`src/rtl/reg_lock_mgr.sv`:
```
// Register-lock scoreboard and decode->execute issue gate (RAW/WAW hazards, jump lock-all).
// Optional macro REG_LOCK_BYPASS_EN: same-cycle writebacks are hidden from the hazard check.
module reg_lock_mgr #(
  parameter int NR     = 64,
  parameter int NUM_WB = 2,
  localparam int RW    = $clog2(NR)
) (
  input  logic               clk_i,
  input  logic               arst_i,
  input  logic               pl_valid_i,
  output logic               pl_ready_o,
  input  logic               jump_i,
  input  logic [RW-1:0]      rd_i,
  input  logic [NR-1:0]      reg_req_i,
  output logic               issue_valid_o,
  input  logic               issue_ready_i,
  input  logic [NUM_WB-1:0]  wb_valid_i,
  input  logic [NUM_WB*RW-1:0] wb_rd_i,
  input  logic               jump_done_i,
  input  logic               flush_i,
  output logic [NR-1:0]      locks_o,
  output logic [RW:0]        lock_cnt_o,
  output logic               jump_wait_o
);

  typedef enum logic {RUN = 1'b0, JUMP = 1'b1} state_e;

  state_e          state_q, state_d;
  logic [NR-1:0]   locks_q, locks_d;
  logic [NR-1:0]   wb_clr;
  logic [NR-1:0]   lk;
  logic [NR-1:0]   set_vec;
  logic [RW-1:0]   wb_idx;
  logic [RW:0]     cnt;
  logic            hazard;
  logic            fire;

  always_comb begin
    wb_clr = '0;
    wb_idx = '0;
    for (int k = 0; k < NUM_WB; k++) begin
      wb_idx = wb_rd_i[k*RW +: RW];
      if (wb_valid_i[k] && (wb_idx != '0)) wb_clr[wb_idx] = 1'b1;
    end
  end

`ifdef REG_LOCK_BYPASS_EN
  assign lk = locks_q & ~wb_clr;
`else
  assign lk = locks_q;
`endif

  // WAW term applies to jumps too: a jump writing a locked rd must still wait.
  assign hazard = (|(lk & reg_req_i)) | (lk[rd_i] & (rd_i != '0));

  // Handshake: decode offers pl_valid_i; the instruction is consumed (fire) only in
  // the cycle pl_valid_i & pl_ready_o; issue_valid_o is a zero-latency pass-through
  // and pl_ready_o = issue_valid_o & issue_ready_i, so decode and execute fire together.
  always_comb begin
    issue_valid_o = 1'b0;
    pl_ready_o    = 1'b0;
    state_d       = state_q;
    locks_d       = locks_q;
    set_vec       = '0;
    if (state_q == RUN) begin
      issue_valid_o = pl_valid_i & ~hazard & ~flush_i;
      pl_ready_o    = issue_valid_o & issue_ready_i;
    end
    fire = pl_valid_i & pl_ready_o;
    if (fire && !jump_i && (rd_i != '0)) set_vec[rd_i] = 1'b1;

    if (flush_i) begin
      locks_d = '0;
      state_d = RUN;
    end else if (state_q == JUMP) begin
      if (jump_done_i) begin
        locks_d = '0;
        state_d = RUN;
      end else begin
        locks_d = '1;
      end
    end else if (fire && jump_i) begin
      locks_d = '1;
      state_d = JUMP;
    end else begin
      // Set after clear so a new writer keeps the lock over a same-cycle writeback.
      locks_d = (locks_q & ~wb_clr) | set_vec;
    end
  end

  always_ff @(posedge clk_i or posedge arst_i) begin
    if (arst_i) begin
      state_q <= RUN;
      locks_q <= '0;
    end else begin
      state_q <= state_d;
      locks_q <= locks_d;
    end
  end

  always_comb begin
    cnt = '0;
    for (int i = 0; i < NR; i++) cnt = cnt + (RW+1)'(locks_q[i]);
  end

  assign locks_o     = locks_q;
  assign lock_cnt_o  = cnt;
  assign jump_wait_o = (state_q == JUMP);

endmodule
```
`config.mk`:
```
export PLATFORM = sky130hd
export DESIGN_NAME = reg_lock_mgr
export DESIGN_NICKNAME = d
export VERILOG_FILES = /design/src/rtl/reg_lock_mgr.sv
export SDC_FILE = /design/constraint.sdc
export NUM_CORES = 1
export LEC_CHECK = 0
export BUFFER_PORTS_ARGS = -buffer_cell sky130_fd_sc_hd__buf_2
export CORE_ASPECT_RATIO = 0.6
export CORE_UTILIZATION = 40
export DETAILED_ROUTE_END_ITERATION = 8
export HOLD_SLACK_MARGIN = 0.12
export MAX_ROUTING_LAYER = met4
export PLACE_DENSITY_LB_ADDON = 0.25
export REMOVE_ABC_BUFFERS = 1
export SETUP_SLACK_MARGIN = 0.2
export SLEW_MARGIN = 10
export SYNTH_ARGS = -nofsm -noshare
export SYNTH_HDL_FRONTEND = slang
export SYNTH_SLANG_ARGS = --single-unit
```
`constraint.sdc`:
```
create_clock -name clk_i -period 13.5 [get_ports clk_i]
set_clock_uncertainty 0.05 [all_clocks]
set_input_delay 0 -clock clk_i [delete_from_list [all_inputs] [get_ports clk_i]]
set_output_delay 0 -clock clk_i [all_outputs]
set_load 0.05 [all_outputs]
```
# After elaboration in Yosys (flattened, before gate mapping)
# Cells that the tools add are included.
[classes]
reduce_logical = 13
order_cmp = 6
muxes = 21
bitwise = 13
add_sub_neg = 63
[ops]
columns = ["cell", "count"]
rows = [
  ["64-bit 2-to-1 mux", 7],
  ["7-bit by 1-bit adder with 7-bit output", 57],
  ["64-bit AND", 2],
  ["64-bit OR", 2],
  ["64-bit NOT", 1],
  ["64-bit OR reduction", 1],
  ["6-bit by 7-bit less-than comparator with 1-bit output, second input constant", 3],
  ["1-bit demux with 6-bit select", 3],
  ["6-bit by 1-bit >= comparator with 1-bit output, second input constant", 3],
  ["6-bit nonzero test", 3],
  ["1-bit 2-to-1 mux", 10],
  ["1-bit logical AND", 8],
  ["6-bit by 1-bit adder with 7-bit output", 1],
  ["5-bit by 1-bit adder with 6-bit output", 1],
  ["1-bit binary-select mux with 6-bit select", 1],
  ["4-bit by 1-bit adder with 5-bit output", 1],
  ["1-bit AND", 5],
  ["3-bit by 1-bit adder with 4-bit output", 1],
  ["2-bit by 1-bit adder with 3-bit output", 1],
  ["1-bit by 1-bit adder with 2-bit output", 1],
  ["1-bit NOT", 2],
  ["1-bit logical NOT", 1],
  ["1-bit OR", 1],
]
[word_totals]
out_inout_bits = 74
inputBits = 91
regBits = 65
wordCells = 118

# Longest topological paths before layout
[depth]
word_depth = 63
depth_mapped = 22
depth_no_buf = 22

# Worst setup path after synthesis
# OpenSTA, ideal clock, no wires.
[synth_timing]
kind = "register -> output"
from = "reg locks_q[35], in the netlist locks_o[35]"
to = "out lock_cnt_o[5]"
slack_ps = 6715
path_stages_with_launch = 21
required_time_ps = 13450
t_arrival_ps = 6735
n_path_buf = 0
path_cell_list = "dfrtp_1 > inv_1 > fa_1 > inv_1 > fa_1 > fa_1 > inv_1 > fa_1 > inv_1 > fa_1 > fa_1 > fa_1 > inv_1 > fa_1 > inv_1 > ha_1 > a21o_1 > a21oi_1 > o21bai_1 > a21oi_1 > xor2_1"
[synth_between]
elab_chain_cells = 29
[synth_rtl]
columns = ["element", "line_no", "text"]
rows = [
  ["from (decl)", "29", "logic [NR-1:0] locks_q, locks_d;"],
  ["from (signal assigned)", "97", "locks_q <= locks_d;"],
  ["7-bit by 1-bit adder with 7-bit output (29 in a row)", "103", "for (int i = 0; i < NR; i++) cnt = cnt + (RW+1)'(locks_q[i]);"],
  ["to (decl)", "22", "output logic [RW:0] lock_cnt_o,"],
]
# Every way passes these cells.

# Final worst setup path
[layout_timing]
from = "reg locks_q[49], in the netlist locks_o[49]"
to = "out lock_cnt_o[5]"
[layout_between]
elab_chain_cells = 15
[layout_rtl]
columns = ["element", "line_no"]
rows = [
  ["7-bit by 1-bit adder with 7-bit output (15 in a row)", "103"],
]
# Every way passes these cells.

==> metrics.md <==
| Metric | Value |
|---|---|
| Slew margin rel. | `17.9%` |
| Synthesis-to-finish area growth | `19.5%` |
| Final estimated routing congestion in global placement | `1.03` |
| Final clock period utilization by the worst path | `50.9%` |
| Biggest area contributors in the synthesized netlist | `dfrtp_1 25%, fa_1 17%, a22oi_1 9.6%` |
| Post-CTS resize count | `0` |
| Final antenna diode count | `0` |
| Leading cell type by number of instances after synthesis | `inv_1` |
| Final-report max-slew violation count | `0` |
| Mean Syn Cell Area | `9.00 um2` |
| Result of the run | `finished with violations` |
| Number of nets in the final layout | `1018` |
| Global-route wire length before repair | `42.0 mm` |
| Starting DRT DRC Count | `1079` |
| I/O pin count | `165` |
| Count of input and output buffers | `164` |
| Most frequently used flop master after synthesis | `dfrtp_1` |
| CTS tree | `built` |
| Number of clock buffers inserted by TritonCTS | `9` |
| Largest net degree at the start of global routing | `73` |
| Count of filler cells inserted in the layout | `1531` |
| Total vias in the final route | `6984` |
| Total number of H-tree levels | `3` |
| DP Wirelength | `21.6 mm` |
| Path class of the lowest-slack min-delay path | `input port to flop` |
| Initial antenna violation count | `0` |
| Setup crit end kind | `output port` |
| Total Wirelength | `28.2 mm` |
| Setup tns final | `0 ns` |
| Final count of hold timing violations | `0` |
| Worst-skew pair later-pin latency | `0.34 ns` |
| Share of cells above drive strength 1 | `23.0%` |
| Cell types with the highest counts after synthesis | `118 x inv_1, 82 x a22oi_1, 65 x dfrtp_1, 59 x o311ai_1, 58 x nand3_1` |
| Sequential-to-total area share from yosys stat | `25.3%` |
| Top-area cell type share of the netlist area | `25.3%` |
| Per-cell routed wire length | `26.5 um` |
| Clock Sink Count | `65` |
| Arrival time of the worst setup path | `6.83 ns` |
| Transition at the pin with the smallest max-transition slack | `1.23 ns` |
| Cell type contributing the most total cell area after synthesis | `dfrtp_1` |
| Post-CTS setup buffer count | `0` |
| Final worst path period need | `6.88 ns` |
| DR vias/cell | `6.56` |
| Final routed DRC violation total | `18` |
| Count of warnings emitted by yosys | `0` |
| Maximum clock insertion buffer count | `2` |
| Cell variety after synth | `53` |
| Number of hold-repair buffers added at the cts stage | `7` |
| Worst-path fanout max | `5` |
| Share of async-settable or async-resettable flops after synthesis | `100%` |
| Pre-antenna DRT Iters | `7` |
| Data required, critical path | `13.45 ns` |
| DIE HEIGHT | `100 um` |
| Die area | `16600 um2` |
| Number of enable flip-flop cells after synthesis | `0` |
| Count of max-cap constraint violations | `0` |
| Critical path launch point type | `flop` |
| Class of the most critical setup path | `flop to output port` |
| Final setup viols | `0` |
| Final ANT Viol Nets | `0` |
| Gate count of the mapped netlist | `714` |
| Core area | `15500 um2` |
| Std-Cell Rows | `35` |
| Unrepaired setup endpoints after global routing | `false` |
| Initial Utilization | `41.5%` |
| Die Span X | `166 um` |
| Root Buffer Master | `clkbuf_16` |
| Failing checks | `design-rule violations` |
| Maximum clock frequency | `0.145 GHz` |
| Number of flip-flops and latches in the synthesized netlist | `65` |
| Cell area after technology mapping | `6430 um2` |
| Number of global-route vias before repair | `6459` |
| Overflow after GRT | `0` |
| Global Route Usage Sum | `35.7%` |
| Clock Pin Slew Worst Setup and Hold Paths | `0.05 ns` |
-- final cells by class --
type                    instances  area [um2]  share of cell area, %
inverters                     118         443                   5.77
flip-flops and latches         65        1630                   21.2
well taps                     203         254                   3.31
clock inverters                 3        17.5                  0.228
clock buffers                  11         253                   3.29
repair buffers                176         928                   12.1
multi-input cells             488        4160                   54.1
-- final timing paths --
kind | startpoint | end | slack, ns | depth (start not counted)
setup / recovery | locks_o[49] | lock_cnt_o[5] | 6.62 | 21
hold / removal | wb_rd_i[11] | locks_o[56] | 0.14 | 4
setup reg to reg | locks_o[48] | locks_o[45] | 9.88 | 7
hold reg to reg | locks_o[37] | locks_o[37] | 0.61 | 2
max in group asynchronous | arst_i | locks_o[25] | 12.42 | 4
min in group asynchronous | arst_i | locks_o[12] | 0.39 | 4
-- metrics by stage --
step / area [um2] / std cells / utilization [%] / hold WS (ns) / setup WS [ns]
2_1_floorplan: 6200 / 671 / - / 0.123 / 6.72
3_3_place_gp: 7340 / 1043 / 47.3 / 0.250 / 7.07
3_5_place_dp: 7340 / 1043 / 47.3 / 0.248 / 7.06
4_1_cts: 7680 / 1064 / 49.5 / 0.129 / 6.67
5_1_grt: 7680 / 1064 / 49.5 / 0.161 / 6.34
6_report: 7680 / 1064 / 49.5 / 0.142 / 6.62
-- critical path, cell delays in order (launching register included) --
cell,delay (ns)
dfrtp_1,0.57
inv_1,0.11
fa_1,0.52
inv_1,0.05
fa_1,0.39
fa_1,0.51
inv_1,0.07
fa_1,0.53
inv_1,0.05
fa_1,0.56
fa_1,0.45
fa_1,0.54
inv_1,0.05
fa_1,0.59
inv_1,0.06
ha_1,0.30
a21o_1,0.18
a21oi_1,0.24
o21bai_1,0.09
a21oi_1,0.17
xor2_1,0.15
buf_2,0.27
-- per-layer routing --
metal / track usage, % / up-vias / routed length, um
met5: - / - / 0
met4: 6.69 / 0 / 467
met3: 16.1 / 45 / 4920
met2: 45.2 / 617 / 10700
met1: 51.1 / 3390 / 12100
li1: - / 2932 / -
-- kinds of logic after synthesis --
| group | after synthesis | synth area share (%) |
|---|---|---|
| AND/OR/NAND/NOR | 204 | 16.1 |
| AO/OA/AOI/OAI | 189 | 23.5 |
| buffers and inverters | 161 | 10.4 |
| adder cells (fa/ha/maj) | 69 | 19.7 |
| flip-flops | 65 | 25.3 |
| multiplexers | 22 | 4.42 |
| XOR/XNOR | 4 | 0.545 |
-- registers in the layout (all words and copies together) (netlist names) --
signal       count
jump_wait_o      1
locks_o         64
-- layout by cell type, fill, tap and decap left out, drive strengths merged, types with 4 or more instances in the layout --
cell type      n
dfrtp         65
nand3         58
a22oi         82
a21oi          8
nand2b        10
o311ai        63
fa            54
mux4           4
o22ai          4
dlygate4sd3    7
nand4         19
ha            15
o2111ai       10
nand2         46
inv          118
mux2i         13
mux2           5
clkbuf        11
nor3b          8
a221oi         6
nor3           7
o21bai         5
nand3b         4
nor2          32
buf          169
Power is not shown: default switching activity piles up to over one toggle a cycle in this logic, so the estimate is an artifact.
